--- src/rtl/bias_add_drain.sv ---
// Packs 8x32-bit bias-add result beats into words, buffers them in a FWFT FIFO and frames them.
// Latency: a beat pushed in cycle N is presented on out_valid/out_data in cycle N+1.
// Backpressure: out_ready stalls the FIFO; input has no backpressure, so a beat arriving at a full FIFO is dropped and flagged.
module bias_add_drain #(
  parameter int DEPTH = 8,
  parameter int LANES = 8,
  parameter int CNT_W = 16
) (
  input  logic                       clk,
  input  logic                       rst,
  input  logic                       enable,
  input  logic                       start,
  input  logic [CNT_W-1:0]           frame_len,
  input  logic                       in_valid,
  input  logic [31:0]                in_0,
  input  logic [31:0]                in_1,
  input  logic [31:0]                in_2,
  input  logic [31:0]                in_3,
  input  logic [31:0]                in_4,
  input  logic [31:0]                in_5,
  input  logic [31:0]                in_6,
  input  logic [31:0]                in_7,
  output logic                       out_valid,
  input  logic                       out_ready,
  output logic [LANES*32-1:0]        out_data,
  output logic                       out_last,
  output logic                       busy,
  output logic                       done,
  output logic                       overflow,
  output logic [$clog2(DEPTH):0]     level
);

  localparam int AW = $clog2(DEPTH);
  localparam int LW = AW + 1;
  localparam int DW = LANES * 32;

  typedef enum logic [1:0] {
    S_IDLE  = 2'd0,
    S_RUN   = 2'd1,
    S_DRAIN = 2'd2
  } state_t;

  typedef struct packed {
    logic          last;
    logic [DW-1:0] dat;
  } entry_t;

  state_t             state_q;
  logic [CNT_W-1:0]   cnt_q;
  logic [CNT_W-1:0]   len_q;
  logic               ovf_q;
  logic               done_q;

  entry_t             mem_q [DEPTH];
  logic [AW-1:0]      wr_ptr_q;
  logic [AW-1:0]      rd_ptr_q;
  logic [LW-1:0]      level_q;
  logic [LW-1:0]      level_d;

  logic [31:0]        lane [8];
  logic [DW-1:0]      in_word;
  logic               pop;
  logic               full;
  logic               beat;
  logic               push;
  logic [CNT_W-1:0]   cnt_inc;
  logic               last_beat;

  assign lane[0] = in_0;
  assign lane[1] = in_1;
  assign lane[2] = in_2;
  assign lane[3] = in_3;
  assign lane[4] = in_4;
  assign lane[5] = in_5;
  assign lane[6] = in_6;
  assign lane[7] = in_7;

  // in_k lands in bits [32k+31:32k] of the packed word
  for (genvar i = 0; i < LANES; i++) begin : g_lane
    if (i < 8) begin : g_map
      assign in_word[32*i +: 32] = lane[i];
    end else begin : g_pad
      assign in_word[32*i +: 32] = '0;
    end
  end

  assign pop       = (level_q != '0) && out_ready;
  assign full      = (level_q == LW'(DEPTH));
  assign beat      = (state_q == S_RUN) && in_valid && enable;
  // a full FIFO still takes the beat when the head leaves in the same cycle
  assign push      = beat && (!full || pop);
  assign cnt_inc   = cnt_q + CNT_W'(1);
  assign last_beat = (cnt_inc == len_q);

  // occupancy after this cycle's push/pop
  always_comb begin
    level_d = level_q + LW'(push) - LW'(pop);
  end

  // storage array: no reset needed, validity is tracked by level_q
  always_ff @(posedge clk) begin
    if (push) begin
      mem_q[wr_ptr_q] <= '{last: last_beat, dat: in_word};
    end
  end

  // FIFO pointers and occupancy; pointers wrap naturally since DEPTH is a power of 2
  always_ff @(posedge clk) begin
    if (rst) begin
      wr_ptr_q <= '0;
      rd_ptr_q <= '0;
      level_q  <= '0;
    end else begin
      if (push) wr_ptr_q <= wr_ptr_q + AW'(1);
      if (pop)  rd_ptr_q <= rd_ptr_q + AW'(1);
      level_q <= level_d;
    end
  end

  // frame control: beat counting, overflow flag and the done pulse
  always_ff @(posedge clk) begin
    if (rst) begin
      state_q <= S_IDLE;
      cnt_q   <= '0;
      len_q   <= '0;
      ovf_q   <= 1'b0;
      done_q  <= 1'b0;
    end else begin
      done_q <= 1'b0;
      case (state_q)
        S_IDLE: begin
          if (start) begin
            if (frame_len == '0) begin
              done_q <= 1'b1;
            end else begin
              len_q   <= frame_len;
              cnt_q   <= '0;
              ovf_q   <= 1'b0;
              state_q <= S_RUN;
            end
          end
        end
        S_RUN: begin
          if (beat) begin
            // a dropped beat still counts toward the frame length
            cnt_q <= cnt_inc;
            if (!push) ovf_q <= 1'b1;
            if (last_beat) state_q <= S_DRAIN;
          end
        end
        S_DRAIN: begin
          // nothing is pushed here, so level_d==0 means the final pop is happening now
          if (level_d == '0) begin
            done_q  <= 1'b1;
            state_q <= S_IDLE;
          end
        end
        default: state_q <= S_IDLE;
      endcase
    end
  end

  assign out_valid = (level_q != '0);
  assign out_data  = mem_q[rd_ptr_q].dat;
  assign out_last  = out_valid && mem_q[rd_ptr_q].last;
  assign busy      = (state_q != S_IDLE);
  assign done      = done_q;
  assign overflow  = ovf_q;
  assign level     = level_q;

endmodule

--- config.mk ---
export PLATFORM = sky130hd
export DESIGN_NAME = bias_add_drain
export DESIGN_NICKNAME = d
export VERILOG_FILES = /design/src/rtl/bias_add_drain.sv
export SDC_FILE = /design/constraint.sdc
export NUM_CORES = 2
export LEC_CHECK = 0
export CAP_MARGIN = 5
export CELL_PAD_IN_SITES_DETAIL_PLACEMENT = 0
export CELL_PAD_IN_SITES_GLOBAL_PLACEMENT = 1
export CORE_MARGIN = 8
export CORE_UTILIZATION = 50
export DETAILED_ROUTE_END_ITERATION = 7
export GPL_TIMING_DRIVEN = 0
export PLACE_DENSITY_LB_ADDON = 0.1
export SYNTH_ARGS = -nofsm -noshare
export SYNTH_HDL_FRONTEND = slang
export SYNTH_SLANG_ARGS = --single-unit
--- constraint.sdc ---
create_clock -name clk -period 54.2 [get_ports clk]
set_input_delay 10.84 -clock clk [delete_from_list [all_inputs] [get_ports clk]]
set_output_delay 10.84 -clock clk [all_outputs]
set_load 0.01 [all_outputs]
# Word-level counts from Yosys, hierarchy flattened

Memory sizes are Yosys's and may differ from the RTL's. A register that Yosys moved wholly into a read port is not among the register bits.
Cells that the tools add are included.

Memories: 1
Output and inout bits: 265
Register bits: 46
RAM bits: 2056
Input port bits: 278
Word-level logic and storage cells: 65

Bitwise logic cells: 1
Mux-type cells: 23
Equal/unequal tests: 10
Add/sub/neg operators: 5
Reduce and logical (&&, ||, !) cells: 17

Memory list:

| memory | depth | width | rd ports | clocked after memory_dff | write ports | RTL line | source |
|---|---|---|---|---|---|---|---|
| mem_q  | 8     | 257   | 1        | 1                        | 1           | 54       | `entry_t mem_q [DEPTH];` |

Operator list:

| cell                                                | number |
|---|---|
| 2-to-1 mux 16 bit                                   | 3 |
| case mux 16 bit (2 select lines)                    | 1 |
| adder 16 x 1 -> 16 bit, second input constant       | 1 |
| equality test 16 bit                                | 1 |
| zero test 16 bit                                    | 1 |
| != test 2 bit, second input constant                | 6 |
| 2-to-1 mux 2 bit                                    | 5 |
| AND reduction 5 bit                                 | 2 |
| 2-to-1 mux 1 bit                                    | 9 |
| adder 3 x 1 -> 3 bit, second input constant         | 2 |
| 2-to-1 mux 3 bit                                    | 2 |
| case mux 2 bit (3 select lines)                     | 1 |
| logical AND 1 bit                                   | 5 |
| adder 4 x 1 -> 4 bit                                | 1 |
| equality test 4 bit, second input constant          | 1 |
| zero test 4 bit                                     | 1 |
| case mux 1 bit (2 select lines)                     | 2 |
| AND reduction 4 bit                                 | 1 |
| nonzero test 2 bit                                  | 2 |
| nonzero test 4 bit                                  | 1 |
| subtractor 4 x 1 -> 4 bit                           | 1 |
| AND reduction 3 bit                                 | 1 |
| equality test 2 x 1 -> 1 bit, second input constant | 1 |
| equality test 2 bit, second input constant          | 1 |
| 4 further kinds                                     | 4 |

# Depth between registers and ports, before layout

Depth after elaboration: 9
Gate-level depth with buffers: 14
Mapped depth without buffers: 14

# Worst setup path after synthesis

Ideal clock, no wire load.

Path kind: input to register
Start point: in enable
End point: mem mem_q[1][0] in the netlist's numbering, enable pin
Library setup time: 1.594 ns
Data arrival time: 37.584 ns
Setup slack: 15.022 ns
Required time: 52.606 ns
Buffers on the path: 0
Stages on the path: 4
Cells stage by stage: nand2_1 -> nor2_1 -> o21ai_0 -> nor4b_1

Cells in the longest elaborated chain, start to end: 4

Ends and longest elaborated chain:

| what                                   | RTL line | source |
|---|---|---|
| from (decl)                            | 11       | `input logic enable,` |
| logical AND 1 bit                      | 89       | `assign beat = (state_q == S_RUN) && in_valid && enable;` |
| logical AND 1 bit                      | 91       | `assign push = beat && (!full \|\| pop);` |
| 2-to-1 mux 1 bit                       | 102      | `if (push) begin` |
| 2-to-1 mux 1 bit (implied by the code) | 103      | `mem_q[wr_ptr_q] <= '{last: last_beat, dat: in_word};` |
| to (decl)                              | 54       |  |

No other way between the ends.

==> out/metrics.csv <==
stage,metric,value,unit
outcome,run_status,finished clean,
die,dieArea,172000,um^2
global_route,antenna_found_initial,61,
clocking,ctsHtreeMaxLevel,4,
power,power.combinational.fraction,0.216,
logic_synthesis,synth-main-ff-cell,sky130_fd_sc_hd__edfxtp_1,
finish,areaGrowthSynthToFinish,22.5,%
logic_synthesis,syn-num-nets,3613,
logic_synthesis,ffs_latches_synth,2105,
global_route,global_route.overflow_total,0,
power,power.leakage,30.6,nW
critical_path,worstPathArrival,5030,ps
die,dieHeight,415,um
detailed_routing,postRouteWirelength,193000,um
die,design.core.area,158000,um^2
timing,max_slew_margin,0.0985,
clocking,ctsRootBufferMaster,sky130_fd_sc_hd__clkbuf_16,
timing,final-setup-viol-count,0,
logic_synthesis,synth_largest_type_area_fraction,0.775,
timing,hold_viol,0,
critical_path,cp_max_fo,10,
global_route,grt_first_pass_wirelength,281000,um
logic_synthesis,synth_sequential_area_ratio,0.787,
logic_synthesis,yosysWarnings,0,
finish,final_cell_area,97600,um^2
detailed_routing,route.detailed.wl_per_inst,29.0,um
placed_design,gpl.final_weighted_congestion,0.767,
logic_synthesis,netlist-cell-type-count,63,
critical_path,start_kind,flop,
clocking,cts-hold-fix-buffers,0,
clocking,clk_transition_reported_paths,60,ps
timing,worst_slew_pin_slew,1350,ps
logic_synthesis,synth.avg_cell_area,24.0,um^2
placed_design,placedInstanceArea,90900,um^2
finish,final_common_cell,sky130_fd_sc_hd__edfxtp_1,
timing,drv_slew,0,
timing,grt_setup_unrepaired,false,
detailed_routing,detail_route.iter0.violations,3449,
power,p_clk_frac,0.341,
timing,achievable-frequency,0.0630,GHz
worst_hold_path,hold_path.class,flop to flop,
timing,timing.final.crit_share,0.293,
clocking,clock_sink_count,2105,
timing,period_minus_slack,15870,ps
global_route,grt_pass1_vias,39600,
critical_path,critical_path_type,flop to output pin,
critical_path,critical_path.endpoint_type,output pin,
finish,layout-drive-gt1-share,0.302,
timing,fin_skew,37.4,ps
timing,timing.setup.tns,0,ps
power,total_power_after_layout,4.07,mW
placed_design,count_of_port_buffers_added_during_placement,542,
detailed_routing,drcViolationCount,0,
logic_synthesis,synth-edff-count,2056,
clocking,clk_latency,820,ps
power,power.density,41.7,nW/um^2
clocking,clockBufferDepth,3,
logic_synthesis,ys_async_sr_fraction,0,
detailed_routing,routed-via-count,38000,
logic_synthesis,mappedNetlistArea,79700,um^2
power,p_switching,1.03,mW
critical_path,worstPathRequired,43360,ps
detailed_routing,drtPass1Iterations,5,
clocking,post_cts_buffers,0,
finish,final_cell_mix,"sky130_fd_sc_hd__edfxtp_1 (2056), sky130_fd_sc_hd__clkdlybuf4s50_1 (542), sky130_fd_sc_hd__mux4_2 (514), sky130_fd_sc_hd__mux2_2 (257), sky130_fd_sc_hd__clkbuf_16 (218)",
critical_path,timing.reg2reg.setup_slack,49100,ps
clocking,cts_inserted_buffers,213,
logic_synthesis,synth_area_leaders,"sky130_fd_sc_hd__edfxtp_1 (77%), sky130_fd_sc_hd__mux4_2 (15%), sky130_fd_sc_hd__mux2_2 (3.6%), sky130_fd_sc_hd__dfxtp_1 (1.2%), sky130_fd_sc_hd__clkbuf_1 (0.45%)",
power,p_sw_frac,0.252,
logic_synthesis,synth_top_area_cell,sky130_fd_sc_hd__edfxtp_1,
die,initial_core_util,0.503,
detailed_routing,antenna_left,0,
finish,final_nets,4661,
clocking,tritoncts,yes,
logic_synthesis,netlist_instances,3326,
global_route,grt_max_degree,25,
power,seq_power_share,0.443,
die,i_o_pin_count,543,
flow_run,maxcap_viol_count,0,
die,die-width,415,um
placed_design,dp.final_hpwl,133000,um
power,max-vdd-ir-drop,0.0482,mV
global_route,track_usage,0.222,
power,p_int,3.04,mW
clocking,cts_resized,0,
die,placementRows,146,
detailed_routing,via_per_inst,5.70,
-- worst max-delay path: stages (launching register included) --
cell and delay, ps:
sky130_fd_sc_hd__dfxtp_1 300, sky130_fd_sc_hd__buf_2 490, sky130_fd_sc_hd__clkbuf_1 1050, sky130_fd_sc_hd__buf_1 860
sky130_fd_sc_hd__mux4_2 610, sky130_fd_sc_hd__mux2_2 270, sky130_fd_sc_hd__clkdlybuf4s50_1 640
-- power groups by stage --
stage               Combinational, mW  Clock, mW  Sequential [mW]
detailed placement              0.902          0             1.84
global placement                0.897          0             1.86
floorplan                       0.514          0             1.84
global route                    0.938       1.48             1.80
CTS                             0.906       1.42             1.80
finish                          0.879       1.39             1.80
-- sequential cells by signal (all words and copies together) (netlist names), named ones only --
name,count
wr_ptr_q,3
rd_ptr_q,3
len_q,16
mem_q,2056
level,4
state_q,2
cnt_q,16
overflow,1
done,1
-- cells in the mapped netlist (2+ instances only) --
cell type / instances
sky130_fd_sc_hd__a21oi_1: 28
sky130_fd_sc_hd__a22oi_1: 2
sky130_fd_sc_hd__a31oi_1: 2
sky130_fd_sc_hd__and2_1: 2
sky130_fd_sc_hd__and3_1: 7
sky130_fd_sc_hd__and4_1: 2
sky130_fd_sc_hd__and4b_1: 2
sky130_fd_sc_hd__buf_1: 59
sky130_fd_sc_hd__buf_2: 6
sky130_fd_sc_hd__buf_4: 2
sky130_fd_sc_hd__clkbuf_1: 96
sky130_fd_sc_hd__dfxtp_1: 49
sky130_fd_sc_hd__edfxtp_1: 2056
sky130_fd_sc_hd__ha_1: 8
sky130_fd_sc_hd__inv_1: 8
sky130_fd_sc_hd__mux2_2: 257
sky130_fd_sc_hd__mux2i_1: 20
sky130_fd_sc_hd__mux4_2: 514
sky130_fd_sc_hd__nand2_1: 22
sky130_fd_sc_hd__nand2b_1: 6
sky130_fd_sc_hd__nand3_1: 10
sky130_fd_sc_hd__nand3b_1: 3
sky130_fd_sc_hd__nand4_1: 4
sky130_fd_sc_hd__nor2_1: 49
sky130_fd_sc_hd__nor2b_1: 4
sky130_fd_sc_hd__nor3_1: 9
sky130_fd_sc_hd__nor3b_1: 6
sky130_fd_sc_hd__nor4_1: 7
sky130_fd_sc_hd__o2111ai_1: 3
sky130_fd_sc_hd__o21ai_0: 17
sky130_fd_sc_hd__or3_1: 5
sky130_fd_sc_hd__or4b_1: 2
sky130_fd_sc_hd__xnor2_1: 19
sky130_fd_sc_hd__xor2_1: 11
-- final cells by class --
type	count	area, um^2
flip-flops and latches	2105	62700
fillers	11000	60800
multi-input cells	1050	16400
repair buffers	833	8560
clock buffers	270	5660
well taps	2072	2590
clock inverters	128	978
plain buffers	163	631
diodes	29	72.6
inverters	8	30.0
-- path summary, 6_finish.rpt --
check | end | depth (start not counted) | from
setup / recovery | out_data[117] | 6 | flop
hold reg to reg | flop | 2 | rd_ptr_q[1]
hold / removal | flop | 2 | rd_ptr_q[1]
setup reg to reg | mem_q[0][79] | 14 | state_q[1]
-- stage by stage --
step / hold WS (ps) / utilization / setup slack (ps) / instances
2_1_floorplan: 454 / - / 15020 / 3326
3_3_place_gp: 478 / 0.554 / -15920 / 5940
3_5_place_dp: 480 / 0.574 / 38260 / 6230
4_1_cts: 493 / 0.616 / 37990 / 6628
5_1_grt: 557 / 0.616 / 38020 / 6649
6_report: 491 / 0.616 / 38330 / 6658
-- cells by family (layout without fill, tap and decap cells) --
kind of cell / count (synthesis) / after routing / synth area share
flops: 2105 / 2105 / 0.787
buf+inv: 171 / 1402 / 0.00824
other cells: 0 / 29 / 0
simple gates: 155 / 155 / 0.0109
compound gates: 65 / 65 / 0.00491
xor+xnor: 30 / 30 / 0.00330
fa+ha+maj: 9 / 9 / 0.00151
mux: 791 / 791 / 0.184
-- routing by layer --
layer	vias to the layer above	wire length, um	global-route usage
met1	20200	80800	0.300
met2	1061	95800	0.362
met4	14	6930	0.0847
met5	-	95	0
li1	16300	-	-
met3	327	9580	0.0423
No activity file was read; power rests on OpenSTA's default activity.
